--- src/rtl/wb_shared_arbiter.sv ---
// Round-robin Wishbone arbiter: N rv_core master ports onto one shared slave bus,
// with a per-grant stall timeout so a hung peripheral cannot lock up all cores.
module wb_shared_arbiter #(
  parameter int unsigned N_MASTERS      = 4,
  parameter int unsigned TIMEOUT_CYCLES = 255,
  parameter logic [31:0] TIMEOUT_DATA   = 32'hFFFF_FFFF
) (
  input  logic                      wb_clk_i,
  input  logic                      wb_rst_i,
  input  logic [N_MASTERS-1:0]      m_cyc_i,
  input  logic [N_MASTERS-1:0]      m_stb_i,
  input  logic [N_MASTERS-1:0]      m_we_i,
  input  logic [4*N_MASTERS-1:0]    m_sel_i,
  input  logic [32*N_MASTERS-1:0]   m_adr_i,
  input  logic [32*N_MASTERS-1:0]   m_dat_i,
  output logic [N_MASTERS-1:0]      m_ack_o,
  output logic [31:0]               m_dat_o,
  output logic                      s_cyc_o,
  output logic                      s_stb_o,
  output logic                      s_we_o,
  output logic [3:0]                s_sel_o,
  output logic [31:0]               s_adr_o,
  output logic [31:0]               s_dat_o,
  input  logic                      s_ack_i,
  input  logic [31:0]               s_dat_i,
  output logic [N_MASTERS-1:0]      grant_o,
  output logic                      timeout_o
);

  localparam int unsigned IW = (N_MASTERS > 1) ? $clog2(N_MASTERS) : 1;
  localparam int unsigned CW = (TIMEOUT_CYCLES > 255) ? 16 : 8;
  localparam logic [CW-1:0] TO_LAST = (TIMEOUT_CYCLES == 0) ? '0 : CW'(TIMEOUT_CYCLES - 1);

  localparam logic [0:0] IDLE  = 1'b0;
  localparam logic [0:0] GRANT = 1'b1;

  logic [0:0]           state_q, state_d;
  logic [N_MASTERS-1:0] grant_q, grant_d;
  logic [IW-1:0]        gidx_q, gidx_d;
  logic [IW-1:0]        last_q, last_d;
  logic [CW-1:0]        cnt_q, cnt_d;

  logic                 sel_cyc, sel_stb, sel_we;
  logic [3:0]           sel_sel;
  logic [31:0]          sel_adr, sel_dat;
  logic                 active, stall, force_to;
  logic [N_MASTERS-1:0] req;
  logic                 found;
  logic [IW-1:0]        nxt_idx;
  int unsigned          cand;

  // grant_q is all-zero outside GRANT, so the selected master signals are too
  always_comb begin
    sel_cyc = 1'b0;
    sel_stb = 1'b0;
    sel_we  = 1'b0;
    sel_sel = '0;
    sel_adr = '0;
    sel_dat = '0;
    for (int unsigned k = 0; k < N_MASTERS; k++) begin
      if (grant_q[k]) begin
        sel_cyc = m_cyc_i[k];
        sel_stb = m_stb_i[k];
        sel_we  = m_we_i[k];
        sel_sel = m_sel_i[4*k +: 4];
        sel_adr = m_adr_i[32*k +: 32];
        sel_dat = m_dat_i[32*k +: 32];
      end
    end
  end

  assign active   = (state_q == GRANT);
  assign stall    = active & sel_stb & ~s_ack_i;
  assign force_to = (TIMEOUT_CYCLES != 0) && stall && (cnt_q == TO_LAST);

  assign s_cyc_o   = active & sel_cyc;
  assign s_stb_o   = active & sel_stb & ~force_to;
  assign s_we_o    = active & sel_we;
  assign s_sel_o   = sel_sel;
  assign s_adr_o   = sel_adr;
  assign s_dat_o   = sel_dat;
  assign m_ack_o   = grant_q & {N_MASTERS{active & (s_ack_i | force_to)}};
  assign m_dat_o   = !active ? '0 : (force_to ? TIMEOUT_DATA : s_dat_i);
  assign grant_o   = grant_q;
  assign timeout_o = force_to;

  assign req = m_cyc_i & m_stb_i;

  // Search starts one past the last released master, so it has lowest priority
  always_comb begin
    found   = 1'b0;
    nxt_idx = '0;
    cand    = 0;
    for (int unsigned i = 1; i <= N_MASTERS; i++) begin
      cand = (32'(last_q) + i) % N_MASTERS;
      if (!found && req[IW'(cand)]) begin
        found   = 1'b1;
        nxt_idx = IW'(cand);
      end
    end
  end

  always_comb begin
    state_d = state_q;
    grant_d = grant_q;
    gidx_d  = gidx_q;
    last_d  = last_q;
    cnt_d   = cnt_q;
    case (state_q)
      IDLE: begin
        cnt_d = '0;
        if (found) begin
          state_d          = GRANT;
          gidx_d           = nxt_idx;
          grant_d          = '0;
          grant_d[nxt_idx] = 1'b1;
        end
      end
      default: begin
        if (s_ack_i || force_to) begin
          cnt_d = '0;
        end else if (stall) begin
          cnt_d = cnt_q + 1'b1;
        end
        if (!sel_cyc) begin
          state_d = IDLE;
          grant_d = '0;
          last_d  = gidx_q;
          cnt_d   = '0;
        end
      end
    endcase
  end

  always_ff @(posedge wb_clk_i or posedge wb_rst_i) begin
    if (wb_rst_i) begin
      state_q <= IDLE;
      grant_q <= '0;
      gidx_q  <= '0;
      last_q  <= IW'(N_MASTERS - 1);
      cnt_q   <= '0;
    end else begin
      state_q <= state_d;
      grant_q <= grant_d;
      gidx_q  <= gidx_d;
      last_q  <= last_d;
      cnt_q   <= cnt_d;
    end
  end

endmodule

--- config.mk ---
export PLATFORM = sky130hd
export DESIGN_NAME = wb_shared_arbiter
export DESIGN_NICKNAME = d
export VERILOG_FILES = /design/src/rtl/wb_shared_arbiter.sv
export SDC_FILE = /design/constraint.sdc
export NUM_CORES = 1
export LEC_CHECK = 0
export ABC_AREA = 1
export BUFFER_PORTS_ARGS = -buffer_cell sky130_fd_sc_hd__clkbuf_2
export CAP_MARGIN = 20
export CORE_AREA = 2 2 167 169
export CTS_BUF_LIST = sky130_fd_sc_hd__clkbuf_4 sky130_fd_sc_hd__clkbuf_8 sky130_fd_sc_hd__clkbuf_16
export DETAILED_ROUTE_END_ITERATION = 8
export DIE_AREA = 0 0 169 171
export SYNTH_ARGS = -nofsm -noshare
export SYNTH_HDL_FRONTEND = slang
export SYNTH_SLANG_ARGS = --single-unit
--- constraint.sdc ---
create_clock -name wb_clk_i -period 1.7 [get_ports wb_clk_i]
set_clock_uncertainty 0.2 [all_clocks]
set_input_delay 0.17 -clock wb_clk_i [delete_from_list [all_inputs] [get_ports wb_clk_i]]
set_output_delay 0.17 -clock wb_clk_i [all_outputs]
set_load 0.01 [all_outputs]
# Yosys cells after proc, flatten, opt, wreduce, memory -nomap -nowiden
# Cells that the tools add are included.
[word_totals]
reg_bits = 17
latchBits = 0
mem_bits_rw = 0
romBits = 0
out_inout_bits = 112
elab_cells = 99
mem_count = 0
[classes]
add_sub_neg = 5
mul = 0
div = 0
magnitude_cmp = 6
eq_ne = 3
shift = 0
n_mux = 54
n_bitwise = 13
n_reduce_logical = 13
[op_table]
columns = ["cell", "count"]
rows = [
  ["$mux W32", 10],
  ["$mux W8", 4],
  ["$mux W4", 7],
  ["$mux W1", 24],
  ["$lt A2 B3 Y1 const B", 5],
  ["$add A8 B1 Y8 const B", 1],
  ["$and A4 B4 Y4", 2],
  ["$bmux W1 S2", 4],
  ["$eq A8 B8 Y1 const B", 1],
  ["$mux W2", 4],
  ["$and A1 B1 Y1", 6],
  ["$reduce_and A2 Y1", 3],
  ["$logic_and A1 B1 Y1", 5],
  ["$add A2 B1 Y2 const B", 2],
  ["$add A2 B2 Y2 const B", 2],
  ["$ne A4 B2 Y1 const B", 1],
  ["$not A1 Y1", 4],
  ["$logic_not A1 Y1", 3],
  ["$demux W1 S2", 1],
  ["$ge A2 B1 Y1 const B", 1],
  ["$ne A2 B2 Y1 const B", 1],
  ["$reduce_bool A2 Y1", 1],
  ["$logic_or A1 B1 Y1", 1],
  ["$or A1 B1 Y1", 1],
]

# Logic depth before layout (Yosys ltp)
# Gate-level depths: netlist of the first run.
[logic_depth]
ltp_word = 19
depth_mapped = 13

# Worst setup path after synthesis of the first run
# No wires, ideal clock.
[synth_path]
path_type = "register to output"
from = "reg grant_q[1] (netlist: grant_o[1])"
to = "out s_dat_o[21]"
t_arrival_ps = 1391
t_required_ps = 1330
slack_ps = -61
stages_incl_launch_ff = 8
path_cell_list = "dfrtp_1 inv_1 nand2_1 inv_2 buf_2 buf_4 a221oi_1 o31ai_1"
[synth_via]
elab_chain_len = 3
[synth_rtl]
columns = ["element", "line", "text"]
rows = [
  ["from (decl)", "38", "logic [N_MASTERS-1:0] grant_q, grant_d;"],
  ["from (signal assigned)", "144", "grant_q <= grant_d;"],
  ["$mux W32 (3 in series)", "61", "if (grant_q[k]) begin"],
  ["to (decl)", "23", "output logic [31:0] s_dat_o,"],
]
# Every way passes these cells.

# Worst setup path in the final report of the first run
[layout_path]
from = "reg grant_q[1] (netlist: grant_o[1])"
to = "out s_adr_o[9]"
[layout_via]
elab_chain_len = 3
[layout_rtl]
columns = ["element", "line", "text"]
rows = [
  ["$mux W32 (3 in series)", "61", ""],
  ["to (decl)", "22", "output logic [31:0] s_adr_o,"],
]
# Every way passes these cells.

==> impl_metrics.tcl, run 1 <==
set metrics [dict create \
    power.density_mw_per_mm2 1341 \
    gr-usage-met3_pct 2.313 \
    r2r_slack_ps -300 \
    numCtsBuffers 3 \
    final_cell_area_mm2 0.008872 \
    htree_levels 1 \
    place_area_mm2 0.006863 \
    p_leak_nw 4.469 \
    synth_edf_count 0 \
    hold_class "in2async" \
    core_mm2 0.02732 \
    fin_cells 1436 \
    cts.sinks 17 \
    die-width_um 169 \
    synth_cells 574 \
    critical_path_required_ps 1330 \
    worst_ep_arrival_time_ps 1820 \
    status "complete, but fails checks" \
    rsz0062_at_grt "true" \
    gp_congestion 0.9049 \
    areaGrowthSynthToFinish_pct 153.5 \
    vdd_drop_max_mv 0.6933 \
    root_buffer "clkbuf_16" \
    grtUsageMet2_pct 29.44 \
    cts_tree "yes" \
    violations "setup timing" \
    drc 0 \
    ios 431 \
    min_period_ps 2191 \
    ys_seq_elements 17 \
    dr.pass1.iters 4 \
    row_count 61 \
    grt_use_met1_pct 20.23 \
    finalSetupViolCount 125 \
    io_buffers 430 \
    finalMaxSlewViolations 0 \
    setup.worst_path.end_class "primary output" \
    nFillCells 2902 \
    slew_headroom_pct 70.30 \
    synth_area_leaders "a221oi_1 17%, nand2_1 17%, o31ai_1 15%" \
    overflow 0 \
    path_clk_slew_ps 60 \
    synth_area_per_cell_um2 6.097 \
    first_global_vias 6370 \
    synth_flop_cell "dfrtp_1" \
    wl_per_cell_um 18.96 \
    via_count 6731 \
    synth_commonest_cells "155 x nand2_1, 80 x nor2_1, 68 x a221oi_1, 68 x o31ai_1, 41 x clkbuf_1" \
    synth_area_mm2 0.003500 \
    cp-start-kind "flip-flop" \
    place_inst 1375 \
    synthDistinctLibCells 36 \
    crit_fanout 17 \
    crit_type "reg2out" \
    totalWireLength_mm 27.22 \
    netlist.area_leader.share_pct 17.02 \
    grt_max_degree 37 \
    clk_path_buf_depth 2 \
    antenna_found_initial 5 \
    fin_crit_sh_pct 128.9 \
    final_hold_viol_count 0 \
    yosysTopAreaCell "a221oi_1" \
    start_util_pct 12.81 \
    final_antenna_net_count 0 \
    via_per_inst 4.687 \
    synth_sequential_area_ratio_pct 12.23 \
    synth_most_common_cell "nand2_1" \
    maxCapViolCount 0 \
    drt_iter0_drc 348 \
    finalWorstSetupSlack_ps -490.9 \
    syn_nets 895 \
    clock_latency_ps 250 \
    tightest_slew_ps 445.5 \
    fin_nets 1409 \
    dieArea_mm2 0.02890 \
    async_reset_ff_share_pct 100.0 \
    drive_gt1_share_pct 72.59 \
    grt_use_total_pct 16.34 \
    fmaxAchievable_mhz 456.4 \
    die_h_um 171 \
    grt.busiest_layer "met2" \
    ys_warn_count 0 \
    hpwlAfterDp_mm 19.91 \
    grt_pass1_wl_mm 36.50 \
]
final timing paths:
kind,end,cells past startpoint,start
hold reg to reg,gidx_q[0],2,gidx_q[0]
min in group wb_clk_i,cnt_q[4],5,s_ack_i
max in group asynchronous,last_q[1],4,wb_rst_i
setup reg to reg,cnt_q[6],7,grant_o[2]
hold / removal,cnt_q[4],3,wb_rst_i
setup / recovery,s_adr_o[9],9,grant_o[1]
placed cells by master, fill, tap and decap left out, drive strengths merged, types with 4 or more instances in the layout:
cell type | netlist | final
o31ai | 68 | 68
a21oi | 8 | 8
clkbuf | 41 | 346
o21ai | 6 | 6
nand4 | 10 | 10
inv | 25 | 23
a221oi | 68 | 68
xor2 | 4 | 4
buf | 14 | 218
o21a | 32 | 32
dfrtp | 15 | 15
nand2 | 162 | 163
nor2 | 84 | 84
nand3 | 25 | 25
sequential cells by signal, summed over array words and instances (netlist names):
name,count
grant_o,4
last_q,2
cnt_q,8
active,1
gidx_q,2
per-stage QoR:
| stage | util (%) | power, W | hold slack, ps | TNS (ps) | setup WS [ps] |
|---|---|---|---|---|---|
| final | 32.47 | 0.01190 | 217.4 | -45010 | -490.9 |
| after global routing | 32.47 | 0.01260 | 283.2 | -55550 | -579.2 |
| after CTS | 28.97 | 0.01047 | 232.2 | -44050 | -476.2 |
| after detailed placement | 25.12 | 0.008334 | -46.78 | -23190 | -276.8 |
| after global placement | 25.12 | 0.008267 | -46.05 | -23310 | -273.2 |
| after floorplan | - | 0.005076 | -105.4 | -289.7 | -19.49 |
metal layers:
metal,up-vias,share of wire (%)
met5,-,0.062
met4,2,2.5
met3,36,7.1
met2,393,51
met1,3158,40
li1,3142,-
power by group:
part	leakage (nW)	switching (W)	internal [W]
combinational	4.21	0.00572	0.00507
clock	0.0409	0.000180	0.000316
sequential	0.218	0.0000953	0.000522
what timing repair did:
| item | in CTS | in global routing |
|---|---|---|
| hold buffers | 1 | 0 |
| hold endpoints to repair | 8 | 0 |
| setup buffers | 12 | 27 |
| cloned | 12 | 4 |
| endpoints found under the setup margin | 126 | 125 |
| gates resized for setup | 127 | 231 |
| pin swaps | 24 | 35 |
kinds of logic after synthesis:
family          Yosys count  share of synthesized area, %
compound gates          185                         41.26
simple gates            286                         34.75
buf+inv                  80                         10.05
xor+xnor                  4                         1.001
fa+ha+maj                 2                        0.7149
flops                    17                         12.23
worst max-delay path, stage by stage, from the launching register on:
cell and delay, ps:
dfrtp_2 420, inv_2 60, nand2_2 60, inv_4 80
buf_12 180, buf_12 180, buf_6 110, a221oi_4 50
o31ai_2 230, buf_2 180
layout make-up:
type | count | area (µm²) | area share (%)
multi-input combinational | 478 | 3960 | 44.63
timing repair buffer | 563 | 3831 | 43.18
sequential | 17 | 434.2 | 4.894
tap | 346 | 432.9 | 4.879
inverter | 25 | 126.4 | 1.424
clock buffer | 3 | 75.07 | 0.8461
antenna | 3 | 7.507 | 0.08461
clock inverter | 1 | 5.005 | 0.05641
(Power assumes the default switching activity.)
==> run 2: changes to the inputs <==
- GPL_TIMING_DRIVEN: not set -> 0
- RECOVER_POWER: not set -> 25
- REMOVE_ABC_BUFFERS: not set -> 1
==> impl_metrics.tcl, run 2 (same netlist as run 1, synthesis figures left out) <==
set metrics [dict create \
    clock_latency_ps 250 \
    dr.pass1.iters 7 \
    drive_gt1_share_pct 66.10 \
    vdd_drop_max_mv 0.6140 \
    finalWorstSetupSlack_ps -648.8 \
    rsz0062_at_grt "true" \
    crit_family "buffers and inverters" \
    critPathSlowestCell "dfrtp_4" \
    root_buffer "clkbuf_16" \
    hold_class "in2reg" \
    overflow 0 \
    slew_headroom_pct 56.79 \
    maxCapViolCount 0 \
    fin_nets 1375 \
    tightest_slew_ps 647.5 \
    path_clk_slew_ps 60 \
    antenna_found_initial 1 \
    finalMaxSlewViolations 0 \
    via_count 6794 \
    start_util_pct 12.81 \
    ios 431 \
    numCtsBuffers 3 \
    largest_register_ff_count 8 \
    setup_tns_ps -63690 \
    setup.worst_path.end_class "primary output" \
    grt_use_total_pct 20.52 \
    clk_path_buf_depth 2 \
    post-route-util_pct 30.93 \
    status "complete, but fails checks" \
    crit_fanout 7 \
    cp-start-kind "flip-flop" \
    via_per_inst 4.856 \
    finalSetupViolCount 127 \
    row_count 61 \
    fmaxAchievable_mhz 425.7 \
    critical_path_required_ps 1330 \
    first_global_vias 6115 \
    grt_max_degree 82 \
    worst_ep_arrival_time_ps 1980 \
    core_mm2 0.02732 \
    n_antenna_cell 0 \
    layout_common_cells "358 x clkbuf_2, 129 x nand2_1, 74 x nor2_1" \
    final_antenna_net_count 0 \
    wl_per_cell_um 24.14 \
    final_hold_viol_count 0 \
    place_ws_ps -1769 \
    largest_register "cnt_q" \
    crit_type "reg2out" \
    violations "setup timing" \
    io_buffers 430 \
    p_leak_nw 4.218 \
    crit_buf_inv 5 \
    cts_tree "yes" \
    min_period_ps 2349 \
    finalPower_w 0.01256 \
    fin_crit_sh_pct 138.2 \
    cts.sinks 17 \
    cpPeakStageDelay_ps 500 \
    mostFrequentLayoutCell "clkbuf_2" \
    die_h_um 171 \
    drc 0 \
    power.density_mw_per_mm2 1486 \
    totalWireLength_mm 33.77 \
    die-width_um 169 \
    drt_iter0_drc 496 \
    areaGrowthSynthToFinish_pct 141.5 \
    hpwlAfterDp_mm 18.94 \
    grt_pass1_wl_mm 42.68 \
    gp_congestion 0.8535 \
    dieArea_mm2 0.02890 \
    htree_levels 1 \
    worstPathCellList "inv_4 -> nand2_8 -> inv_16 -> buf_12 -> clkbuf_16 -> a221oi_1 -> o31ai_2 -> buf_2" \
]
run 2: layer usage:
metal	share of wire (%)	GRT usage [%]	wire length (µm)
met5	0.039	0	13
met4	2.7	3.456	916
met3	9.8	4.858	3320
met2	46	34.57	15670
met1	41	27.03	13850
run 2: cell type report:
cell class / count / area, µm²
Fill cell: 2883 / 18870
Timing Repair inverter: 5 / 63.81
Clock buffer: 3 / 75.07
Sequential cell: 17 / 444.2
Inverter: 25 / 143.9
Clock inverter: 1 / 7.507
Multi-Input combinational cell: 478 / 3682
Timing Repair Buffer: 524 / 3601
Tap cell: 346 / 432.9
run 2: per-stage QoR:
step / hold WS, ps / instance area, µm² / cells
after global placement: 76.30 / 5827 / 1295
after global routing: 265.7 / 8451 / 1399
after floorplan: -105.4 / 3242 / 519
after CTS: 234.2 / 7855 / 1376
final: 245.6 / 8451 / 1399
after detailed placement: 83.26 / 5906 / 1298
run 2: path summary, 6_finish.rpt:
kind | start | to | slack (ps) | depth (start not counted)
setup / recovery | grant_o[1] | s_adr_o[21] | -650 | 8
setup reg to reg | grant_o[1] | cnt_q[2] | -450 | 13
max in group asynchronous | wb_rst_i | grant_o[1] | 470 | 3
min in group asynchronous | wb_rst_i | gidx_q[1] | 350 | 3
hold reg to reg | gidx_q[0] | gidx_q[0] | 300 | 2
hold / removal | s_ack_i | cnt_q[6] | 250 | 4
run 2: tightest hold or removal path: cells and delay by family:
kind	cells	cell delay [ps]
and+or+nand+nor	3	280
buffers and inverters	1	220
run 2: what timing repair did:
action,4_1_cts,5_1_grt
setup buffers,58,17
pin swaps,42,13
gates resized for setup,213,122
endpoints found under the hold margin,15,0
hold buffers,1,0
setup endpoints to repair,128,128
gates cloned,15,6
run 2: report_power, final:
group / internal, W / total [W] / leakage [nW] / switching, W
clock network: 0.000318 / 0.000487 / 0.0371 / 0.000169
logic: 0.00501 / 0.0113 / 3.97 / 0.00629
registers: 0.000538 / 0.000776 / 0.215 / 0.000238
total: 0.00586 / 0.0126 / 4.22 / 0.00669
==> run 3: changes to the inputs <==
- PLACE_DENSITY_LB_ADDON: not set -> 0.15
==> impl_metrics.tcl, run 3 (same netlist as run 1, synthesis figures left out) <==
set metrics [dict create \
    status "complete, but fails checks" \
    violations "setup timing" \
    worstPathCellList "buf_6 -> buf_16 -> nand2_1 -> nand2_1 -> nand2_1 -> nand2_2 -> buf_4 -> buf_4 -> nand2_2 -> nor2_2 -> clkbuf_8" \
    totalWireLength_mm 28.81 \
    r2r_end "cnt_q[1]" \
    clock_latency_ps 250 \
    clk_path_buf_depth 2 \
    mostFrequentLayoutCell "clkbuf_2" \
    netSwitchingFraction_pct 53.75 \
    path_clk_slew_ps 60 \
    startpoint "grant_o[1]" \
    die_h_um 171 \
    nFillCells 3051 \
    fin_crit_sh_pct 132.3 \
    clockPowerShare_pct 4.7 \
    dieArea_mm2 0.02890 \
    cpPeakStageDelay_ps 500 \
    p_leak_nw 3.892 \
    intPower_w 0.004906 \
    layout_common_cells "356 x clkbuf_2, 138 x nand2_1, 73 x nor2_1" \
    final_antenna_net_count 0 \
    dr.pass1.iters 4 \
    finalSetupViolCount 125 \
    worstRegToRegCells 14 \
    largest_register "cnt_q" \
    fin_nets 1343 \
    power.density_mw_per_mm2 1392 \
    min_period_ps 2249 \
    fmaxAchievable_mhz 444.6 \
    worst_ep_arrival_time_ps 1880 \
    numCtsBuffers 3 \
    critPathCapture "s_stb_o" \
    r2r_slack_ps -510 \
    vdd_drop_max_mv 0.5193 \
    grt_max_degree 78 \
    largest_register_ff_count 8 \
    grt_use_total_pct 18.64 \
    io_buffers 430 \
    cts_tree "yes" \
    cp-start-kind "flip-flop" \
    crit_fanout 3 \
    power.switching_w 0.005702 \
    rsz0062_at_grt "true" \
    root_buffer "clkbuf_16" \
    crit_type "reg2out" \
    critPathSlowestCell "dfrtp_4" \
    antenna_found_initial 0 \
    rr_startpoint "grant_o[1]" \
    die-width_um 169 \
    wl_per_cell_um 21.06 \
    via_per_inst 4.548 \
    final_hold_viol_count 0 \
    drt_iter0_drc 289 \
    power_frac_seq_pct 6.5 \
    critical_path_required_ps 1330 \
    cts.sinks 17 \
    row_count 61 \
    htree_levels 1 \
    ios 431 \
    tightest_slew_ps 745.2 \
    maxCapViolCount 0 \
    hpwlAfterDp_mm 17.93 \
    grt_pass1_wl_mm 40.08 \
    first_global_vias 6119 \
    drive_gt1_share_pct 60.33 \
    combPwrFrac_pct 88.9 \
    hold_class "in2reg" \
    core_mm2 0.02732 \
    place_ws_ps -1513 \
    fin_cells 1368 \
    place_inst 1299 \
    slew_headroom_pct 50.26 \
    finalPower_w 0.01061 \
    gp_congestion 0.8055 \
    areaGrowthSynthToFinish_pct 117.8 \
    via_count 6221 \
    overflow 0 \
    finalWorstSetupSlack_ps -549.1 \
    setup.worst_path.end_class "primary output" \
    start_util_pct 12.81 \
    crit_top_cell "nand2_1" \
    drc 0 \
    finalMaxSlewViolations 0 \
]
run 3: changes by cell type in the layout (fill, tap and decap cells not counted), moves of 5 or more:
| cell | delta |
|---|---|
| a221oi_2 | -21 |
| inv_16 | +5 |
| a221oi_1 | +30 |
| buf_2 | +14 |
| buf_4 | -28 |
| o31ai_1 | +7 |
| buf_6 | -9 |
| o31ai_2 | -5 |
| nand2_1 | +9 |
| buf_16 | -5 |
| a221oi_4 | -9 |
| nand2_2 | -8 |
run 3: worst max-delay path: cells and delay by family (launching register included):
family                 cells  cell delay [ps]
AND/OR/NAND/NOR            6              420
flip-flops                 1              500
buffers and inverters      5              680
run 3: layout make-up:
class	count	area [µm²]	area share (%)
Tap cell	346	432.9	5.680
Clock buffer	3	75.07	0.9849
Timing Repair inverter	10	166.4	2.183
Multi-Input combinational cell	477	3288	43.14
Sequential cell	17	441.7	5.794
Timing Repair Buffer	488	3064	40.20
Clock inverter	1	7.507	0.09849
Inverter	25	143.9	1.888
Antenna cell	1	2.502	0.03283
run 3: per-stage QoR:
stage	hold slack (ps)	utilization, %	area [µm²]	TNS, ps
CTS	244.9	27.06	7393	-58170
finish	223.2	27.90	7622	-55330
detailed placement	120.9	21.79	5953	-127330
global placement	118.7	21.33	5827	-463720
floorplan	-105.4	-	3242	-203530
global route	268.8	27.89	7620	-65430
run 3: what timing repair did:
item / 4_1_cts / 5_1_grt
endpoints found under the hold margin: 15 / 0
buffers inserted: 38 / 12
endpoints found under the setup margin: 128 / 126
hold buffers: 1 / 0
gates resized for setup: 155 / 103
cloned: 15 / 1
pin swaps: 25 / 17
run 3: per-layer routing:
layer	up-vias	track usage (%)	wire, µm
met5	-	0	0
met4	0	4.013	578
met1	2951	22.94	11850
met2	234	34.80	14740
met3	29	2.128	1648
li1	3007	-	-
run 3: how the worst min path moves through the flow:
stage                from  endpoint  slack, ps  depth (start not counted)
2_1_floorplan    wb_rst_i    active       -110                          1
3_3_place_gp     wb_rst_i  cnt_q[1]        120                          2
3_5_place_dp     wb_rst_i  cnt_q[6]        120                          2
4_1_cts           s_ack_i  cnt_q[6]        240                          4
5_1_grt        m_cyc_i[2]    active        270                          5
6_report       m_cyc_i[2]    active        220                          5
run 3: power by group through the flow:
stage | Clock (W) | Combinational, W | Sequential (W)
final | 0.000495 | 0.00943 | 0.000685
after global routing | 0.000531 | 0.0102 | 0.000702
after CTS | 0.000511 | 0.00917 | 0.000691
after detailed placement | 0 | 0.00635 | 0.000885
after global placement | 0 | 0.00591 | 0.00128
after floorplan | 0 | 0.00336 | 0.000972
